--- config.mk ---
export PLATFORM = sky130hd
export DESIGN_NAME = mem_stage
export DESIGN_NICKNAME = d
export VERILOG_FILES = /design/src/rtl/mem_stage.sv
export SDC_FILE = /design/constraint.sdc
export NUM_CORES = 2
export LEC_CHECK = 0
export ABC_AREA = 1
export CELL_PAD_IN_SITES_DETAIL_PLACEMENT = 1
export CELL_PAD_IN_SITES_GLOBAL_PLACEMENT = 2
export CORE_UTILIZATION = 32
export DETAILED_ROUTE_END_ITERATION = 10
export GPL_TIMING_DRIVEN = 0
export PLACE_DENSITY_LB_ADDON = 0.1
export SLEW_MARGIN = 20
export SYNTH_ARGS = -nofsm -noshare
export SYNTH_HDL_FRONTEND = slang
export SYNTH_SLANG_ARGS = --single-unit
export TNS_END_PERCENT = 20
--- constraint.sdc ---
create_clock -name clk -period 3.9 [get_ports clk]
set_input_delay 0.975 -clock clk [delete_from_list [all_inputs] [get_ports clk]]
set_output_delay 0.975 -clock clk [all_outputs]
set_load 0.02 [all_outputs]
--- src/rtl/mem_stage.sv ---
// mem_stage: pipeline memory stage with multi-cycle data memory access and MEM/WB output registers.
// Optional feature: define MEM_BOUNDS_CHECK_EN to flag and suppress out-of-range accesses via err.
module mem_stage #(
    parameter int WAIT_CYCLES = 3,
    parameter int DEPTH       = 64
) (
    input  logic        clk,
    input  logic        rst,
    input  logic        mem_r_en,
    input  logic        mem_w_en,
    input  logic        wb_en_in,
    input  logic [3:0]  dest_in,
    input  logic [31:0] alu_result,
    input  logic [31:0] val_rm,
    output logic        freeze,
    output logic        wb_en_out,
    output logic        mem_r_en_out,
    output logic [3:0]  dest_out,
    output logic [31:0] alu_result_out,
    output logic [31:0] mem_data_out,
    output logic        err
);
    localparam int AW = $clog2(DEPTH);

    typedef enum logic [1:0] {IDLE, ACCESS, DONE} state_t;

    state_t        state_q, state_d;
    logic [3:0]    cnt_q, cnt_d;
    logic [31:0]   mem_q [DEPTH];
    logic [31:0]   off;
    logic [AW-1:0] idx;
    logic          req, oob, commit, rd;
    logic          wb_en_q, mem_r_en_q;
    logic [3:0]    dest_q;
    logic [31:0]   alu_q, data_q;

    assign req    = mem_r_en | mem_w_en;
    assign off    = alu_result - 32'd1024;
    assign idx    = AW'(off >> 2);
`ifdef MEM_BOUNDS_CHECK_EN
    assign oob    = (alu_result < 32'd1024) || ((off >> 2) >= 32'(DEPTH));
`else
    assign oob    = 1'b0;
`endif
    // Reset forces freeze low even while a request is presented.
    assign freeze = rst && ((state_q == IDLE && req) || state_q == ACCESS);
    // Simultaneous read and write is a load, so the store is dropped.
    assign commit = state_q == DONE && mem_w_en && !mem_r_en && !oob;
    assign rd     = state_q == DONE && mem_r_en && !oob;

    // Next-state and access-latency counter.
    always_comb begin
        state_d = state_q == IDLE   ? (req ? ACCESS : IDLE) :
                  state_q == ACCESS ? (cnt_q == 4'd0 ? DONE : ACCESS) : IDLE;
        cnt_d   = state_q == IDLE   ? (req ? 4'(WAIT_CYCLES - 1) : 4'd0) :
                  state_q == ACCESS ? (cnt_q == 4'd0 ? 4'd0 : cnt_q - 4'd1) : 4'd0;
    end

    // FSM state and counter registers; reset aborts any access in flight.
    always_ff @(posedge clk or negedge rst) begin
        if (!rst) begin
            state_q <= IDLE;
            cnt_q   <= 4'd0;
        end else begin
            state_q <= state_d;
            cnt_q   <= cnt_d;
        end
    end

    // MEM/WB registers: pass the instruction through when not frozen, else insert a bubble.
    always_ff @(posedge clk or negedge rst) begin
        if (!rst) begin
            wb_en_q    <= 1'b0;
            mem_r_en_q <= 1'b0;
            dest_q     <= 4'd0;
            alu_q      <= 32'd0;
            data_q     <= 32'd0;
        end else begin
            wb_en_q    <= !freeze && wb_en_in;
            mem_r_en_q <= !freeze && mem_r_en;
            dest_q     <= freeze ? 4'd0 : dest_in;
            alu_q      <= freeze ? 32'd0 : alu_result;
            data_q     <= rd ? mem_q[idx] : 32'd0;
        end
    end

`ifdef MEM_BOUNDS_CHECK_EN
    logic err_q;

    // Out-of-range flag accompanies the offending instruction for one cycle.
    always_ff @(posedge clk or negedge rst) begin
        if (!rst) err_q <= 1'b0;
        else      err_q <= state_q == DONE && req && oob;
    end

    assign err = err_q;
`else
    assign err = 1'b0;
`endif

    // Data array, not reset; a store commits only on the edge leaving DONE.
    always_ff @(posedge clk) begin
        if (commit) mem_q[idx] <= val_rm;
    end

    assign wb_en_out      = wb_en_q;
    assign mem_r_en_out   = mem_r_en_q;
    assign dest_out       = dest_q;
    assign alu_result_out = alu_q;
    assign mem_data_out   = data_q;
endmodule
== Word-level counts from Yosys, hierarchy flattened ==
Memories as Yosys holds them, arrays and structs flattened.
Index checks and enable logic that the tools add are counted.
W data, S select, Z words.

* Output and inout bits: 72
* Logic and storage cells: 38
* Bits in writable memories: 2,048
* Flip-flop bits (word level): 76
* Input bits: 73
* Memories kept: 1

* Reduce and logical (&&, ||, !) cells: 12
* Mux-type cells: 13
* Equal/unequal tests: 2
* Add/sub/neg operators: 2
* Bitwise logic cells: 1

{| class="wikitable"
|+ Memories
! name !! words !! width !! read ports !! clocked after Yosys merged registers in !! write ports !! RTL line !! source
|-
| mem_q || 64 || 32 || 1 || 0 || 1 || 29 || <nowiki>logic [31:0] mem_q [DEPTH];</nowiki>
|}

{| class="wikitable"
|+ Operator list
! kind !! count
|-
| $mux W32 || 2
|-
| $mux W4 || 4
|-
| $mux W2 || 4
|-
| $sub A8 B1 Y8 const B || 1
|-
| $logic_and A1 B1 Y1 || 7
|-
| $logic_not A4 Y1 || 1
|-
| $sub A4 B1 Y4 const B || 1
|-
| $mux W1 || 3
|-
| $eq A2 B1 Y1 const B || 1
|-
| $eq A2 B2 Y1 const B || 1
|-
| $logic_not A1 Y1 || 2
|-
| $logic_not A2 Y1 || 1
|-
| $logic_or A1 B1 Y1 || 1
|-
| $or A1 B1 Y1 || 1
|}

== Depth between registers and ports, before layout ==
* Depth after elaboration: 6
* Gate-level depth with buffers: 14
* Mapped depth without buffers: 11

== Worst setup path before layout ==
No wires, ideal clock.

* Path kind: input-to-reg
* From: in alu_result[3]
* To: mem mem_q[40][0], enable pin
* Stages: 5
* Data required time: 3.398 ns
* Buffers on the path: 2
* Arrival: 4.776 ns
* Library setup time: 0.502 ns
* Setup slack: -1.378 ns
* Cell sequence: buf_2 > buf_4 > nor2_1 > inv_1 > nor4_1

* Longest elaborated chain between the ends: 1

{| class="wikitable"
|+ Ends and longest elaborated chain
! what !! RTL line !! source
|-
| from (decl) || 13 || <nowiki>input logic [31:0] alu_result,</nowiki>
|-
| $sub A8 B1 Y8 || 38 || <nowiki>assign off = alu_result - 32'd1024;</nowiki>
|-
| to (decl) || 29 ||
|}

No other way between the ends.

== Final worst setup path ==
* From: in alu_result[2]
* To: mem mem_q[28][11], enable pin

Same word-level chain as after synthesis.

==> impl_metrics.env <==
export IMPL_ys_seq_elements=2124
export IMPL_critPathTopFamily="buffers and inverters"
export IMPL_numCtsBuffers=245
export IMPL_synthTopCellsByArea="edfxtp_1 (70%), nand2_1 (24%), dfrtp_1 (2.2%)"
export IMPL_violations="negative setup slack"
export IMPL_clock_latency_ns=0.94
export IMPL_core_area_um2=273900
export IMPL_end_kind="flip-flop"
export IMPL_p_leak_nw=44.14
export IMPL_pin_count=145
export IMPL_ant_nets=0
export IMPL_r2r_end="mem_q[45][8]"
export IMPL_grt_max_degree=65
export IMPL_synth_area_per_cell_um2=10.28
export IMPL_path_class="primary input to flip-flop"
export IMPL_drive_gt1_frac=0.09845
export IMPL_routedWlPerCell_um=27.46
export IMPL_fill_cells=30030
export IMPL_hold_class="primary input to asynchronous set/reset pin"
export IMPL_setup_viol=136
export IMPL_cts_tree="yes"
export IMPL_htreeDepth=4
export IMPL_synth_warnings=0
export IMPL_drc=0
export IMPL_crit_slowest_cell="clkdlybuf4s50_1"
export IMPL_grt_pass1_wl_mm=496.1
export IMPL_clockBufferDepth=4
export IMPL_grt_overflow=0
export IMPL_tns_ns=-4.718
export IMPL_nets=9243
export IMPL_irDropWorstVdd_mv=0.3521
export IMPL_finalCriticalPeriod_ns=3.981
export IMPL_p_per_area_nw_per_um2=491.5
export IMPL_clock_skew_ns=0.04220
export IMPL_synth_most_common_cell="nand2_1"
export IMPL_cts_sinks=2124
export IMPL_synth_edff_count=2048
export IMPL_vias_per_cell=4.865
export IMPL_die_area_um2=277800
export IMPL_grt_pass1_vias=64180
export IMPL_placed_area_um2=98310
export IMPL_ys_types=27
export IMPL_worstPathBufferInverterCount=7
export IMPL_fp_dieW_um=527.1
export IMPL_cp_max_fo=18
export IMPL_outcome="complete, but fails checks"
export IMPL_hold_violations=0
export IMPL_rr_worst_depth=8
export IMPL_port_buffers=141
export IMPL_cts_clk_slew_worst_paths_ns=0.06
export IMPL_crit_arrival_ns=4.61
export IMPL_initial_utilization=0.3221
export IMPL_finalCritPeriodShare=1.021
export IMPL_synth_cells=8582
export IMPL_drt_pass1_iterations=5
export IMPL_required_ns=4.52
export IMPL_area_growth_pct=20.92
export IMPL_synth_seq_area_share=0.7186
export IMPL_worst_pin_slew_ns=1.175
export IMPL_finish_utilization=0.3896
export IMPL_root_buffer="clkbuf_16"
export IMPL_path_cells="clkdlybuf4s50_1 > inv_2 > buf_4 > buf_2 > clkbuf_2 > nand3_2 > nor2_4 > buf_16 > buf_12"
export IMPL_final_cell_area_um2=106700
export IMPL_antenna_found_initial=47
export IMPL_slew_violations=0
export IMPL_netlist_area_leader_share=0.6971
export IMPL_fmax_ghz=0.2512
export IMPL_maxSlewHeadroom=0.2165
export IMPL_maxCapViolations=0
export IMPL_r2r_slack_ns=0.02
export IMPL_routed_via_count=63060
export IMPL_yosys_area_top_type="edfxtp_1"
export IMPL_drtIter0Drc=5641
export IMPL_setup_ws_ns=-0.08139
export IMPL_rsz0062_at_grt="yes"
export IMPL_r2r_start="state_q[1]"
export IMPL_gp_congestion=0.8530
export IMPL_syn_num_nets=8657
export IMPL_hpwl_mm=257.4
export IMPL_grt_total_usage=0.2542
export IMPL_syn_area_um2=88220
export IMPL_cpPeakStageDelay_ns=0.57
export IMPL_totalWireLength_mm=355.9
export IMPL_start_kind="primary input"
export IMPL_fp_dieH_um=527.1
export IMPL_synth_common_cells="nand2_1 (5697), edfxtp_1 (2048), buf_2 (247)"
export IMPL_async_flop_share=0.03578
export IMPL_synth_top_flop_cell="edfxtp_1"
export IMPL_rows=192
==> worst min-delay path, delay by kind of cell <==
| family | cells | cell delay, ns |
|---|---|---|
| buffers and inverters | 3 | 0.38 |
==> cell families (layout without fill, tap and decap cells) <==
family,Yosys count,in the layout,synth area share
simple gates,5906,5906,0.2522
flops,2124,2124,0.7186
buf+inv,495,1278,0.02537
compound gates,52,52,0.003233
fa+ha+maj,2,2,0.0002836
xor+xnor,2,2,0.0001986
other cells,1,9,0.00004251
==> metal layers <==
metal / global-route usage / up-vias / part of all wire
met5: 0 / - / 0.000025
met4: 0.07652 / 2 / 0.033
met3: 0.02925 / 400 / 0.055
met2: 0.4161 / 1704 / 0.47
met1: 0.3530 / 31990 / 0.45
li1: - / 28960 / -
==> state kept, by name, indices dropped and copies added (netlist names) <==
| signal | count |
|---|---|
| mem_q | 2048 |
| state_q | 2 |
| wb_en_out | 1 |
| cnt_q | 4 |
| dest_out | 4 |
| mem_data_out | 32 |
| mem_r_en_out | 1 |
| alu_result_out | 32 |
==> area by class of cell <==
cell class	instances	area (µm²)	share of cell area
clock buffers	319	6764	0.06340
well taps	3589	4491	0.04209
diodes	8	20.02	0.0001876
multi-input cells	5963	23150	0.2170
flip-flops and latches	2124	63400	0.5943
inverters	65	244.0	0.002287
clock inverters	125	1137	0.01066
repair buffers	339	5451	0.05110
plain buffers	430	2023	0.01896
==> through the flow <==
stage | std cells | hold WS, ns | total power [W] | setup WS [ns]
finish | 12960 | 0.09284 | 0.05243 | -0.08139
global route | 12960 | 0.06520 | 0.05405 | -0.03644
CTS | 12950 | 0.06896 | 0.05300 | -0.01568
detailed placement | 12470 | 0.4436 | 0.02990 | -2.059
global placement | 12310 | 0.4487 | 0.02978 | -4.484
floorplan | 8582 | 0.4265 | 0.02747 | -0.06793
==> repair_timing <==
item	4_1_cts	5_1_grt
setup buffers	26	6
hold buffers	6	0
cloned	0	0
hold endpoints to repair	25	0
pin swaps	13	6
setup endpoints to repair	1351	194
gates resized for setup	18	2
==> power breakdown <==
| group | leakage (nW) | internal (W) | switching (W) | total (W) |
|---|---|---|---|---|
| Sequential | 19.4 | 0.0252 | 0.0000511 | 0.0252 |
| Combinational | 20.9 | 0.00104 | 0.00314 | 0.00418 |
| Clock | 3.86 | 0.0134 | 0.00962 | 0.0230 |
| Total | 44.1 | 0.0396 | 0.0128 | 0.0524 |
==> layout by cell type, fill, tap and decap left out, drive strengths merged, types with 3 or more instances in the layout <==
cell type      instances
nand3                 10
clkinv                95
edfxtp              2048
bufinv                20
o21ai                 10
nand2               5697
clkbuf               445
clkdlybuf4s50        107
clkinvlp               8
dlygate4sd3            4
nor2                 183
a21oi                 32
diode                  8
o211ai                 9
dfrtp                 76
nor3                   9
inv                   67
buf                  531
or2                    3
==> worst max-delay path by stage <==
stage | start | end | slack [ns] | depth (start not counted)
6_report | alu_result[2] | mem_q[28][11] | -0.08 | 9
5_1_grt | alu_result[7] | mem_q[40][10] | -0.04 | 10
4_1_cts | alu_result[2] | mem_q[28][11] | -0.02 | 9
3_5_place_dp | alu_result[2] | mem_q[54][5] | -2.06 | 9
3_3_place_gp | alu_result[7] | mem_q[41][10] | -4.48 | 6
2_1_floorplan | alu_result[3] | mem_q[40][0] | -0.07 | 5
Power figures use the tool's default switching activity.
